## config.mk

```make
export PLATFORM = sky130hd
export DESIGN_NAME = uart_rom_stream_loader
export DESIGN_NICKNAME = d
export VERILOG_FILES = /design/src/rtl/hack_loader_pkg.sv /design/src/rtl/loader_handshake_timer.sv /design/src/rtl/uart_rom_stream_loader.sv
export SDC_FILE = /design/constraint.sdc
export NUM_CORES = 1
export LEC_CHECK = 0
export ABC_CLOCK_PERIOD_IN_PS = 3800
export BUFFER_PORTS_ARGS = -buffer_cell sky130_fd_sc_hd__buf_2
export CELL_PAD_IN_SITES_DETAIL_PLACEMENT = 0
export CELL_PAD_IN_SITES_GLOBAL_PLACEMENT = 2
export CORE_MARGIN = 2
export CORE_UTILIZATION = 25
export CTS_CLUSTER_SIZE = 8
export DETAILED_ROUTE_END_ITERATION = 8
export GPL_TIMING_DRIVEN = 0
export PLACE_DENSITY_LB_ADDON = 0.2
export SETUP_SLACK_MARGIN = 0.02
export SKIP_LAST_GASP = 1
export SYNTH_ARGS = -nofsm -noshare
export SYNTH_HDL_FRONTEND = slang
export SYNTH_SLANG_ARGS = --single-unit
```

## constraint.sdc

```tcl
create_clock -name clk -period 3.8 [get_ports clk]
set_clock_uncertainty 0.2 [all_clocks]
set_input_delay 0.19 -clock clk [delete_from_list [all_inputs] [get_ports clk]]
set_output_delay 0.19 -clock clk [all_outputs]
set_load 0.01 [all_outputs]
```

## src/rtl/hack_loader_pkg.sv

```systemverilog
// Shared types and constants for the Hack ROM byte-stream loader.
// Frame layout is big-endian: length high byte, length low byte, then words HI/LO.
package hack_loader_pkg;

    localparam int LOADER_WORD_W = 16;
    localparam int LOADER_BYTE_W = 8;

    // Position of each length byte within the frame header.
    localparam int HDR_LEN_HI_POS = 0;
    localparam int HDR_LEN_LO_POS = 1;
    localparam int HDR_BYTES      = 2;

    typedef enum logic [3:0] {
        ST_IDLE,
        ST_LEN_HI,
        ST_LEN_LO,
        ST_RST_REQ,
        ST_RST_REL,
        ST_BYTE_HI,
        ST_BYTE_LO,
        ST_LOAD,
        ST_LOAD_REL,
        ST_DONE,
        ST_ERROR,
        ST_CHK_HI,
        ST_CHK_LO
    } loader_state_t;

    function automatic logic [LOADER_WORD_W-1:0] be_word(
        input logic [LOADER_BYTE_W-1:0] hi,
        input logic [LOADER_BYTE_W-1:0] lo
    );
        return {hi, lo};
    endfunction

    // States that wait on the SoC and are therefore bounded by the timeout.
    function automatic logic is_wait_state(input loader_state_t s);
        return (s == ST_RST_REQ) || (s == ST_RST_REL) ||
               (s == ST_LOAD)    || (s == ST_LOAD_REL);
    endfunction

    function automatic logic accepts_bytes(input loader_state_t s);
        return (s == ST_IDLE)    || (s == ST_LEN_HI)  || (s == ST_LEN_LO) ||
               (s == ST_BYTE_HI) || (s == ST_BYTE_LO) ||
               (s == ST_CHK_HI)  || (s == ST_CHK_LO);
    endfunction

endpackage

```

## src/rtl/loader_handshake_timer.sv

```systemverilog
// Cycle counter for SoC handshake waits; flags a timeout on the ACK_TIMEOUT-th
// cycle spent in a wait state without a response. Restarts on any state change.
module loader_handshake_timer #(
    parameter int ACK_TIMEOUT = 1024
) (
    input  logic clk,
    input  logic reset,
    input  logic restart,
    input  logic enable,
    output logic timeout
);

    localparam int CNT_W = $clog2(ACK_TIMEOUT + 1);

    logic [CNT_W-1:0] count_reg;
    logic [CNT_W-1:0] count_next;

    // count_reg holds the number of completed cycles already spent waiting.
    assign timeout = enable && (count_reg == CNT_W'(ACK_TIMEOUT - 1));

    always_comb begin
        count_next = count_reg;
        if (restart || !enable) begin
            count_next = '0;
        end else if (!timeout) begin
            count_next = count_reg + CNT_W'(1);
        end
    end

    always_ff @(posedge clk or negedge reset) begin
        if (!reset) begin
            count_reg <= '0;
        end else begin
            count_reg <= count_next;
        end
    end

endmodule

```

## src/rtl/uart_rom_stream_loader.sv

```systemverilog
// Byte-stream front end for the Hack SoC ROM loader: assembles big-endian words and
// drives the rom_loader_* handshake. Define UART_ROM_LOADER_CHECKSUM_EN for a trailing 16-bit sum.
module uart_rom_stream_loader
    import hack_loader_pkg::*;
#(
    parameter int DATA_WIDTH  = 16,
    parameter int MAX_WORDS   = 32768,
    parameter int ACK_TIMEOUT = 1024
) (
    input  logic                     clk,
    input  logic                     reset,
    input  logic [LOADER_BYTE_W-1:0] in_data,
    input  logic                     in_valid,
    output logic                     in_ready,
    output logic                     rom_loader_reset,
    output logic                     rom_loader_load,
    output logic [DATA_WIDTH-1:0]    rom_loader_data,
    input  logic                     rom_loader_ack,
    input  logic                     rom_loader_load_received,
    output logic                     hack_external_reset,
    output logic                     busy,
    output logic                     done,
    output logic                     error,
    output logic [LOADER_WORD_W-1:0] words_loaded
);

    loader_state_t             state_reg, state_next;
    logic                      in_ready_reg, in_ready_next;
    logic [LOADER_WORD_W-1:0]  len_reg, len_next;
    logic [DATA_WIDTH-1:0]     data_reg, data_next;
    logic [LOADER_WORD_W-1:0]  words_reg, words_next;
    logic                      busy_reg, busy_next;
    logic                      done_reg, done_next;
    logic                      error_reg, error_next;
    logic                      hack_reset_reg, hack_reset_next;
`ifdef UART_ROM_LOADER_CHECKSUM_EN
    logic [LOADER_WORD_W-1:0]  sum_reg, sum_next;
    logic [LOADER_BYTE_W-1:0]  chk_hi_reg, chk_hi_next;
`endif

    logic                      accept;
    logic                      ack_timeout;
    logic                      state_change;
    logic                      in_wait;
    logic [LOADER_WORD_W-1:0]  len_word;
    logic [31:0]               len_wide;
    logic [LOADER_WORD_W-1:0]  words_inc;

    assign accept       = in_valid && in_ready_reg;
    assign state_change = (state_next != state_reg);
    assign in_wait      = is_wait_state(state_reg);

    loader_handshake_timer #(
        .ACK_TIMEOUT(ACK_TIMEOUT)
    ) u_timer (
        .clk    (clk),
        .reset  (reset),
        .restart(state_change),
        .enable (in_wait),
        .timeout(ack_timeout)
    );

    always_comb begin
        state_next      = state_reg;
        len_next        = len_reg;
        data_next       = data_reg;
        words_next      = words_reg;
        busy_next       = busy_reg;
        done_next       = done_reg;
        error_next      = error_reg;
        hack_reset_next = hack_reset_reg;
`ifdef UART_ROM_LOADER_CHECKSUM_EN
        sum_next        = sum_reg;
        chk_hi_next     = chk_hi_reg;
`endif
        len_word        = be_word(len_reg[LOADER_WORD_W-1:LOADER_BYTE_W], in_data);
        len_wide        = {16'h0000, len_word};
        words_inc       = words_reg + 16'd1;

        case (state_reg)
            // IDLE consumes the length high byte directly; LEN_HI behaves the same.
            ST_IDLE, ST_LEN_HI: begin
                if (accept) begin
                    len_next        = be_word(in_data, 8'h00);
                    done_next       = 1'b0;
                    error_next      = 1'b0;
                    words_next      = '0;
                    busy_next       = 1'b1;
                    hack_reset_next = 1'b1;
`ifdef UART_ROM_LOADER_CHECKSUM_EN
                    sum_next        = '0;
`endif
                    state_next      = ST_LEN_LO;
                end
            end
            ST_LEN_LO: begin
                if (accept) begin
                    len_next = len_word;
                    if (len_wide > 32'(MAX_WORDS)) begin
                        state_next = ST_ERROR;
                    end else if (len_word == '0) begin
`ifdef UART_ROM_LOADER_CHECKSUM_EN
                        state_next = ST_CHK_HI;
`else
                        state_next = ST_DONE;
`endif
                    end else begin
                        state_next = ST_RST_REQ;
                    end
                end
            end
            ST_RST_REQ: begin
                if (rom_loader_ack) begin
                    state_next = ST_RST_REL;
                end else if (ack_timeout) begin
                    state_next = ST_ERROR;
                end
            end
            ST_RST_REL: begin
                if (!rom_loader_ack) begin
                    state_next = ST_BYTE_HI;
                end else if (ack_timeout) begin
                    state_next = ST_ERROR;
                end
            end
            ST_BYTE_HI: begin
                if (accept) begin
                    data_next  = be_word(in_data, data_reg[LOADER_BYTE_W-1:0]);
                    state_next = ST_BYTE_LO;
                end
            end
            ST_BYTE_LO: begin
                if (accept) begin
                    data_next  = be_word(data_reg[LOADER_WORD_W-1:LOADER_BYTE_W], in_data);
`ifdef UART_ROM_LOADER_CHECKSUM_EN
                    sum_next   = sum_reg + data_next;
`endif
                    state_next = ST_LOAD;
                end
            end
            ST_LOAD: begin
                if (rom_loader_load_received) begin
                    state_next = ST_LOAD_REL;
                end else if (ack_timeout) begin
                    state_next = ST_ERROR;
                end
            end
            ST_LOAD_REL: begin
                if (!rom_loader_load_received) begin
                    words_next = words_inc;
                    if (words_inc == len_reg) begin
`ifdef UART_ROM_LOADER_CHECKSUM_EN
                        state_next = ST_CHK_HI;
`else
                        state_next = ST_DONE;
`endif
                    end else begin
                        state_next = ST_BYTE_HI;
                    end
                end else if (ack_timeout) begin
                    state_next = ST_ERROR;
                end
            end
`ifdef UART_ROM_LOADER_CHECKSUM_EN
            ST_CHK_HI: begin
                if (accept) begin
                    chk_hi_next = in_data;
                    state_next  = ST_CHK_LO;
                end
            end
            ST_CHK_LO: begin
                if (accept) begin
                    state_next = (be_word(chk_hi_reg, in_data) == sum_reg) ? ST_DONE : ST_ERROR;
                end
            end
`endif
            ST_DONE:  state_next = ST_IDLE;
            ST_ERROR: state_next = ST_IDLE;
            default:  state_next = ST_IDLE;
        endcase

        // Completion flags are applied on entry so they appear with the new state.
        if (state_next == ST_DONE) begin
            done_next       = 1'b1;
            busy_next       = 1'b0;
            hack_reset_next = 1'b0;
        end
        if (state_next == ST_ERROR) begin
            error_next = 1'b1;
            busy_next  = 1'b0;
            data_next  = '0;
        end

        in_ready_next = accepts_bytes(state_next);
    end

    always_ff @(posedge clk or negedge reset) begin
        if (!reset) begin
            state_reg      <= ST_IDLE;
            in_ready_reg   <= 1'b0;
            len_reg        <= '0;
            data_reg       <= '0;
            words_reg      <= '0;
            busy_reg       <= 1'b0;
            done_reg       <= 1'b0;
            error_reg      <= 1'b0;
            hack_reset_reg <= 1'b1;
`ifdef UART_ROM_LOADER_CHECKSUM_EN
            sum_reg        <= '0;
            chk_hi_reg     <= '0;
`endif
        end else begin
            state_reg      <= state_next;
            in_ready_reg   <= in_ready_next;
            len_reg        <= len_next;
            data_reg       <= data_next;
            words_reg      <= words_next;
            busy_reg       <= busy_next;
            done_reg       <= done_next;
            error_reg      <= error_next;
            hack_reset_reg <= hack_reset_next;
`ifdef UART_ROM_LOADER_CHECKSUM_EN
            sum_reg        <= sum_next;
            chk_hi_reg     <= chk_hi_next;
`endif
        end
    end

    assign in_ready            = in_ready_reg;
    assign rom_loader_reset    = (state_reg == ST_RST_REQ);
    assign rom_loader_load     = (state_reg == ST_LOAD);
    assign rom_loader_data     = data_reg;
    assign hack_external_reset = hack_reset_reg;
    assign busy                = busy_reg;
    assign done                = done_reg;
    assign error               = error_reg;
    assign words_loaded        = words_reg;

endmodule
```

==> results_dict.tcl <==
set metrics [dict create \
    die_area_um2 16500 \
    synth_commonest_cells "72 x nand2_1, 67 x dfrtp_1, 38 x o21ai_0" \
    r2r-end "rom_loader_data[14]" \
    final.period_utilization_pct 88.0 \
    yosysSeqAreaShare_pct 44.1 \
    worst_pin_slew_ns 1.06 \
    syn_nets 451 \
    clock-sinks 68 \
    syn_to_final_growth_pct 23.9 \
    clock.fmax_mhz 299 \
    clk_pin_slew_ns 0.06 \
    cts-root-buf "clkbuf_16" \
    grt_first_pass_wirelength_mm 19.9 \
    period_minus_slack_ns 3.34 \
    clk_latency_ns 0.34 \
    synth_edf_count 0 \
    initial_core_util_pct 25.5 \
    critPathLaunch "state_reg[3]" \
    dpl_cell_area_um2 4380 \
    clockBufferDepth 2 \
    r2r-start "state_reg[3]" \
    dp_cells 676 \
    fin_cells 701 \
    rr_worst_depth 8 \
    ir_drop_v 0.000230 \
    fp-row-count 45 \
    slew_headroom_pct 28.8 \
    crit_required_ns 3.82 \
    synth.distinct_cells 62 \
    status "finished, final reports clean" \
    ys_warn_count 0 \
    post-dp-hpwl_mm 8.54 \
    nets 523 \
    setup_viol 0 \
    synthArstFlopShare_pct 100 \
    fin_ws_ns 0.457 \
    synth_cells 436 \
    grt_max_degree 45 \
    synth.area.top_cells "dfrtp_1 43%, nand2_1 7.0%, o21ai_0 4.9%" \
    drv_cap 0 \
    detail-route-antenna-nets 0 \
    startpoint_type "flop" \
    hp-class "in -> reg" \
    synth_top_area_cell "dfrtp_1" \
    finalSetupTns_ns 0 \
    worstPathArrival_ns 3.36 \
    nFillCells 1601 \
    io_pins 52 \
    cts-htree-levels 3 \
    slew_viol_final 0 \
    synth-main-ff-cell "dfrtp_1" \
    grt_antenna_before_repair 0 \
    grt_pass1_vias 3569 \
    synth_top_area_share_pct 43.4 \
    route.detailed.drc 0 \
    hold_depth 3 \
    routabilityCongestion 0.777 \
    leakagePower_nw 2.06 \
    final_area_um2 4790 \
    drt_iter0_markers 162 \
    cts_resized 0 \
    worstSetupPathType "reg -> reg" \
    cp_max_fo 10 \
    overflow 0 \
    drive_above_1_share_pct 17.2 \
    numPortBuffers 51 \
    reg2reg_slack_ns 0.46 \
    postCtsHoldBufs 9 \
    post_cts_buffers 0 \
    die_h_um 128 \
    finalHoldViolCount 0 \
    cp-endpoint "rom_loader_data[14]" \
    wl_per_cell_um 17.1 \
    core_um2 15100 \
    avgSynthCellArea_um2 8.86 \
    viasPerCell 4.95 \
    diodes 0 \
    cellPowerDensity_nw_per_um2 672 \
    numCtsBuffers 9 \
    routed_wl_mm 12.0 \
    synth-seq-cells 68 \
    dpl_worst_slack_ns 0.465 \
    vias 3472 \
    die_w_um 128 \
    cp-end-kind "flop" \
    cts_tree "yes" \
    first_pass_iters 4 \
    synthesis.area_um2 3860 \
    synth.most_common_cell "nand2_1" \
    rsz0062_at_grt "false" \
    globalRouteTotalUtil_pct 15.7 \
]
## routing by layer
| layer | up-vias | wire (µm) | GRT usage (%) |
|---|---|---|---|
| met2 | 69 | 5320 | 24.4 |
| met3 | 12 | 461 | 3.59 |
| met5 | - | 0 | 0 |
| met4 | 0 | 155 | 4.65 |
| li1 | 1701 | - | - |
| met1 | 1690 | 6080 | 21.7 |
## how the worst min path moves through the flow
stage                                   from         endpoint
global placement                       error            error
floorplan                              reset             busy
detailed placement                     reset  words_loaded[0]
global route        rom_loader_load_received     state_reg[2]
CTS                 rom_loader_load_received     state_reg[2]
finish              rom_loader_load_received     state_reg[2]
## cells in the final DEF (no fill, tap or decap), types with 4 or more instances in the layout
master         netlist  layout
buf_2                5      55
xnor2_1             20      20
nor2b_1              5       5
clkbuf_16            0       9
a21oi_1              9       9
o21ai_0             38      38
inv_1                8       8
xor2_1              14      14
nand4_1              9       9
clkbuf_1            16      16
mux2i_1              9       9
a21o_1               6       6
and3_1               4       4
dlygate4sd3_1        0       9
nand3_1             23      23
nand2_1             72      72
nor2_1              37      37
dfrtp_1             67      67
o31ai_1              6       6
nor4_1              11      11
a211oi_1             5       5
nor3_1              11      11
## through the flow
stage | power, mW | utilization, % | hold WS [ns]
2_1_floorplan | 1.92 | - | -0.306
4_1_cts | 3.25 | 31.6 | 0.0607
3_3_place_gp | 2.31 | 28.7 | 0.278
3_5_place_dp | 2.33 | 28.9 | -0.0588
6_report | 3.21 | 31.6 | 0.0891
5_1_grt | 3.47 | 31.6 | 0.0925
## power breakdown
| group | switching [mW] | internal (mW) | total (mW) |
|---|---|---|---|
| Clock | 0.348 | 0.546 | 0.894 |
| Combinational | 0.687 | 0.502 | 1.19 |
| Sequential | 0.204 | 0.928 | 1.13 |
## critical path: stages, from the launching register on
cell,delay [ns]
dfrtp_1,0.46
clkbuf_1,0.30
nor3_1,0.92
nand3_1,0.18
o21ai_0,0.30
a211oi_1,0.14
nor2_2,0.33
buf_2,0.30
o21ai_1,0.09
## cells by family (layout without fill, tap and decap cells)
| group | after synthesis | count (layout) | share of synthesized area (%) |
|---|---|---|---|
| buffers and inverters | 33 | 110 | 3.85 |
| DFF | 68 | 68 | 44.1 |
| xor gates and xnor gates | 34 | 34 | 7.71 |
| muxes | 9 | 9 | 2.33 |
| adders and majority gates | 2 | 2 | 0.648 |
| AOI/OAI and AO/OA | 90 | 90 | 15.6 |
| and+or+nand+nor | 200 | 200 | 25.8 |
## area by class of cell
type                            count  area [µm²]  share of cell area (%)
Buffer                             25         119                    2.48
Clock buffer                       11         253                    5.28
Sequential cell                    68        1700                    35.6
Multi-Input combinational cell    335        2010                    42.0
Tap cell                          188         235                    4.92
Timing Repair Buffer               61         375                    7.84
Inverter                            8        30.0                   0.627
Clock inverter                      5        60.1                    1.25
No activity file was read; power rests on OpenSTA's default activity.
